--- src/rtl/packet_rr_arbiter.sv ---
// Packet-level round-robin arbiter merging NI AXI-Stream sources onto one output stream.
// Optional per-source packet counters are enabled with the ARB_PKT_COUNT_EN macro.
module packet_rr_arbiter #(
   parameter  int DW = 128,
   parameter  int NI = 4,
   localparam int IW = $clog2(NI)
) (
   input  logic                 clk,
   input  logic                 reset,
   input  logic [NI*DW-1:0]     s_axis_tdata,
   input  logic [NI*DW/8-1:0]   s_axis_tkeep,
   input  logic [NI-1:0]        s_axis_tlast,
   input  logic [NI-1:0]        s_axis_tvalid,
   output logic [NI-1:0]        s_axis_tready,
   output logic [DW-1:0]        m_axis_tdata,
   output logic [DW/8-1:0]      m_axis_tkeep,
   output logic                 m_axis_tlast,
   output logic                 m_axis_tvalid,
   input  logic                 m_axis_tready,
   output logic [IW-1:0]        active_src,
   output logic                 busy
`ifdef ARB_PKT_COUNT_EN
   ,output logic [NI*32-1:0]    pkt_count
`endif
);

   localparam int KW = DW / 8;

   typedef enum logic [0:0] {
      IDLE   = 1'b0,
      ACTIVE = 1'b1
   } state_t;

   state_t          state_r;
   logic [IW-1:0]   grant_r;
   logic [IW-1:0]   prio_ptr_r;
   logic [IW-1:0]   winner_s;
   logic            last_hs_s;

   // First requester found scanning upward from the slot after ptr, with wrap.
   function automatic logic [IW-1:0] next_winner(input logic [IW-1:0] ptr,
                                                 input logic [NI-1:0] req);
      logic [IW-1:0] win;
      logic          found;
      int            idx;
      win   = ptr;
      found = 1'b0;
      for (int k = 1; k <= NI; k++) begin
         idx = (int'(ptr) + k) % NI;
         if (!found && req[idx]) begin
            win   = IW'(idx);
            found = 1'b1;
         end else begin
            found = found;
         end
      end
      return win;
   endfunction

   assign winner_s  = next_winner(prio_ptr_r, s_axis_tvalid);
   assign last_hs_s = m_axis_tvalid & m_axis_tready & m_axis_tlast;

   // Output mux driven from the registered grant; forced quiet while reset is high.
   always_comb begin
      m_axis_tdata  = '0;
      m_axis_tkeep  = '0;
      m_axis_tlast  = 1'b0;
      m_axis_tvalid = 1'b0;
      s_axis_tready = '0;
      busy          = 1'b0;
      active_src    = '0;
      if (reset) begin
         busy = 1'b0;
      end else if (state_r == ACTIVE) begin
         m_axis_tdata           = s_axis_tdata[int'(grant_r)*DW +: DW];
         m_axis_tkeep           = s_axis_tkeep[int'(grant_r)*KW +: KW];
         m_axis_tlast           = s_axis_tlast[grant_r];
         m_axis_tvalid          = s_axis_tvalid[grant_r];
         s_axis_tready[grant_r] = m_axis_tready;
         busy                   = 1'b1;
         active_src             = grant_r;
      end else begin
         active_src = grant_r;
      end
   end

   // Arbitration FSM: grant is captured in IDLE and held until the tlast handshake.
   always_ff @(posedge clk) begin
      if (reset) begin
         state_r    <= IDLE;
         grant_r    <= '0;
         prio_ptr_r <= IW'(NI - 1);
      end else begin
         case (state_r)
            IDLE: begin
               if (|s_axis_tvalid) begin
                  grant_r    <= winner_s;
                  prio_ptr_r <= winner_s;
                  state_r    <= ACTIVE;
               end else begin
                  state_r    <= IDLE;
               end
            end
            ACTIVE: begin
               if (last_hs_s) begin
                  state_r <= IDLE;
               end else begin
                  state_r <= ACTIVE;
               end
            end
            default: begin
               state_r <= IDLE;
            end
         endcase
      end
   end

`ifdef ARB_PKT_COUNT_EN
   logic [31:0] pkt_cnt_r [NI];

   // Per-source completed-packet counters; wrap naturally at 2^32.
   always_ff @(posedge clk) begin
      if (reset) begin
         for (int i = 0; i < NI; i++) begin
            pkt_cnt_r[i] <= 32'd0;
         end
      end else if (last_hs_s) begin
         pkt_cnt_r[grant_r] <= pkt_cnt_r[grant_r] + 32'd1;
      end else begin
         pkt_cnt_r[grant_r] <= pkt_cnt_r[grant_r];
      end
   end

   for (genvar g = 0; g < NI; g++) begin : g_cnt
      assign pkt_count[g*32 +: 32] = pkt_cnt_r[g];
   end
`endif

endmodule

--- config.mk ---
export PLATFORM = sky130hd
export DESIGN_NAME = packet_rr_arbiter
export DESIGN_NICKNAME = d
export VERILOG_FILES = /design/src/rtl/packet_rr_arbiter.sv
export SDC_FILE = /design/constraint.sdc
export NUM_CORES = 1
export LEC_CHECK = 0
export CORE_AREA = 2 2 290 292
export CTS_CLUSTER_SIZE = 10
export DETAILED_ROUTE_END_ITERATION = 7
export DIE_AREA = 0 0 292 294
export SLEW_MARGIN = 10
export SYNTH_ARGS = -nofsm -noshare
export SYNTH_HDL_FRONTEND = slang
export SYNTH_SLANG_ARGS = --single-unit
export TNS_END_PERCENT = 20
--- constraint.sdc ---
create_clock -name clk -period 1.8 [get_ports clk]
set_input_delay 0.36 -clock clk [delete_from_list [all_inputs] [get_ports clk]]
set_output_delay 0.36 -clock clk [all_outputs]
set_load 0.01 [all_outputs]
-- Word level (Yosys, flattened, before mapping)
Index checks and enable logic that the tools add are counted.
Widths: inputs -> output; s select.
- bits in registers: 5
- logic and storage cells: 77
- bitwise gates (word level): 8
- reduce and logical (&&, ||, !) cells: 13
- order comparisons: 6
- mux-type cells: 41
- add/subtract/negate cells: 4
- shift-type cells: 2
- operators by type and width (kind ; number):
    $shiftx 512x10->128 ; 1
    $mux 128 ; 2
    $shiftx 64x7->16 ; 1
    $mux 16 ; 2
    $mux 1 ; 22
    $lt 3x4->1 const B ; 4
    $bmux 1 s2 ; 6
    $mux 2 ; 5
    $mux 4 ; 2
    $reduce_or 2->1 ; 4
    $add 2x1->2 const B ; 2
    $add 2x2->2 const B ; 2
    $and 1x1->1 const A ; 4
    $and 4x4->4 ; 1
    $logic_and 1x1->1 ; 4
    $reduce_or 4->1 ; 1
    $logic_not 1->1 ; 3
    $lt 2x3->1 const B ; 1
    $and 1x1->1 ; 2
    $demux 1 s2 ; 1
    $ge 2x1->1 const B ; 1
    $pmux 1 s2 ; 1
    $reduce_and 2->1 ; 1
    $not 1->1 ; 1

-- Logic depth before layout (Yosys ltp)
- word-level depth: 16
- depth in mapped cells: 6

-- Worst setup path after synthesis
Ideal clock, no wire load.
- path kind: flip-flop to output port
- from: register grant_r[0]
- to: output port m_axis_tdata[0]
- stages on the path, launching flop included: 5
- data arrival time: 1405 ps
- buffers on the path: 2
- setup slack: 35 ps
- data required time: 1440 ps
- cell sequence: dfxtp_1 > buf_6 > buf_2 > mux4_2 > and2_1
- cells in the longest elaborated chain, start to end: 3
- ends and longest elaborated chain (what ; line ; text):
    start, declared ; 35 ; logic [IW-1:0] grant_r;
    start signal, assigned ; 97 ; grant_r <= winner_s;
    $shiftx 512x10->128 ; 75 ; m_axis_tdata = s_axis_tdata[int'(grant_r)*DW +: DW];
    $mux 128 ; 74 ; end else if (state_r == ACTIVE) begin
    $mux 128 ; 72 ; if (reset) begin
    end, declared ; 15 ; output logic [DW-1:0] m_axis_tdata,
Every way passes these cells.

-- Worst setup path after layout
- from: register grant_r[0]
- to: output port m_axis_tdata[32]
The elaborated chain is that of the path after synthesis.

==> run metrics <==
share of flip-flops with an asynchronous set or reset 0; uppermost layer routed met5; RSZ-0062 raised after global routing yes; antenna violations before repair between 50 and 60; deepest level of the CTS H-tree 1; count of TritonRoute iterations in the first routing pass 4; post-synthesis instance area 0.00491 mm²; number of design-rule violations left by the first detailed-router iteration approximately 280; wire length of the first global-routing pass between 80000 and 90000 µm; largest fanout on the critical path 5; routed length on met3 7340 µm; number of clock sinks seen by CTS 5; count of final setup violators roughly 150; count of endpoints failing hold in the final timing report 0; clock transition time at the flip-flop clock pins of the worst setup and hold paths 0.03 ns; num ports 740; PD cells 374 mW/mm²; effective utilization at floorplan 0.0592; period utilisation layout 1.28; run status finished with violations; top-area cell type share of the netlist area 0.670; Detail Placement HPWL 59500 µm; Vias/cell around 3.4; Post-Syn Area per Cell ~12 µm²; die area 0.0858 mm²; via count of the first global-routing pass between 8k and 9k; TritonCTS clock tree done; count of maximum capacitance violations 0; routability-driven placement congestion ratio between 0.9 and 1; number of flops mapped to enable cells by yosys 0; Finished Cell Area about 0.015 mm²; number of nets in the final layout about 1.8k; library cell with the largest summed area after synthesis mux4_2; slew margin rel. 0.789; timing-limited maximum frequency between 400 and 500 MHz; total nets after synthesis just under 1k; total track usage 0.147; post-placement cell area between 0.01 and 0.015 mm²; Distinct cells, synth 29; share of final-layout standard cells stronger than drive strength 1 0.445; routed length per placed instance about 29 µm; signal arrival time at the worst endpoint 1.95 ns; number of vias in the routed layout 7791; transition at the pin with the smallest max-transition slack around 0.32 ns; floorplan row count ~110; Primary FF master, synth dfxtp_1; synthesized netlist cell count 400; critical path required time 1.44 ns; Met2 Wirelength 31200 µm; largest clock skew in the final design 0.000763 ns; Yosys warnings 0; portion of the post-synthesis area used by sequential elements 0.0204; M1 WL 25900 µm; dominant cells by area after synthesis mux4_2 67%, and2_1 19%, buf_6 2.8%; Post-Place Setup Slack -0.729 ns; total grt overflow 0; number of I/O port buffers between 700 and 800; leakage power 0.00561 µW; Slew Limit Fails 0; CTS max path bufs 2; placeable core region 0.0829 mm²; post-layout minimum cycle time between 2 and 2.5 ns; clock root buffer clkbuf_16; fill cell total of the finished layout between 9k and 10k; area growth from synthesis to final layout 210%; die boundary height ~290 µm; commonest cells in the synthesized netlist 146 x and2_1, 146 x mux4_2, 20 x buf_2, 20 x clkbuf_1, 12 x buf_6; post-route ant nets 0; final worst setup slack -0.507 ns; class of the tightest hold or removal check reg2reg; maximum number of pins on one net before global-route repair 40; flop and latch count out of synthesis 5; failing checks negative setup slack; Worst Path Class, Setup reg2out; CP startpoint kind register; CP endpoint kind output pin; TritonCTS buffer count 3; worst-skew pair later-pin latency around 0.23 ns; maximum VDD drop approximately 0.25 mV; DRC viols 0; drt total wl between 60000 and 70000 µm; chip width between 200 and 300 µm
final timing paths:
path / from / end / slack, ns / cells past startpoint
min reg2reg: grant_r[0] / grant_r[0] / 0.55 / 2
min: grant_r[0] / grant_r[0] / 0.55 / 2
max reg2reg: grant_r[0] / state_r / 0.04 / 8
max: grant_r[0] / m_axis_tdata[32] / -0.51 / 6
area by class of cell:
class | instances | area (µm²) | area share
timing repair buffer | 855 | 8840 | 0.581
multi-input combinational | 340 | 4780 | 0.314
tap | 1080 | 1350 | 0.0889
sequential | 5 | 111 | 0.00732
clock buffer | 4 | 78.8 | 0.00518
antenna | 18 | 45.0 | 0.00296
inverter | 2 | 7.51 | 0.000494
metal layers:
metal  global-route usage  vias to the layer above
met1                0.173                     3749
met3               0.0631                      129
li1                     -                     3274
met2                0.252                      597
met4               0.0201                       42
met5                    0                        -
power breakdown:
part           internal (µW)  switching, µW  total (µW)
Sequential               128           38.1         166
Clock                    293           70.8         364
Combinational           3320           1830        5150
flip-flops by register name, summed over array words and instances, names as in the netlist:
register,count
grant_r,2
prio_ptr_r,2
state_r,1
worst max-delay path: stages (launching register included):
cell and delay, ns:
dfxtp_4 0.37, buf_12 0.15, buf_16 0.16, buf_8 0.12, mux4_2 0.57, and2_4 0.20, buf_12 0.13
layout by cell type, fill, tap and decap left out, drive strengths merged, types with 3 or more instances in the layout:
cell / synthesis / routed
clkdlybuf4s50: 0 / 584
buf: 33 / 260
mux4: 146 / 146
and2: 146 / 146
diode: 0 / 18
nor2: 11 / 11
clkbuf: 20 / 11
nand2b: 6 / 6
a21oi: 6 / 6
dfxtp: 5 / 5
a211oi: 3 / 3
dlygate4sd2: 0 / 3
kinds of logic (layout without fill, tap and decap cells):
| group | after synthesis | after routing | share of synthesized area |
|---|---|---|---|
| compound gates | 15 | 15 | 0.0189 |
| buf+inv | 55 | 861 | 0.0678 |
| flops | 5 | 5 | 0.0204 |
| other cells | 0 | 18 | 0 |
| simple gates | 179 | 179 | 0.223 |
| mux | 146 | 146 | 0.670 |
per-stage QoR:
step	utilization	cells	power (µW)	hold slack, ns	setup TNS, ns
finish	0.183	2304	5680	0.553	-59.87
global route	0.183	2293	5970	0.605	-67.35
CTS	0.178	2273	5570	0.558	-67.70
detailed placement	0.171	2240	4690	0.607	-90.88
global placement	0.171	2240	4700	0.592	-90.41
floorplan	-	400	1920	0.432	0
timing repair:
item                                    CTS  global route
resized for setup                       650           118
hold buffers                              0             0
buffers inserted                         22            16
pin swaps                                91             9
cloned                                    7             1
endpoints found under the setup margin  153           151
endpoints found under the hold margin     0             0
Power figures use the tool's default switching activity.
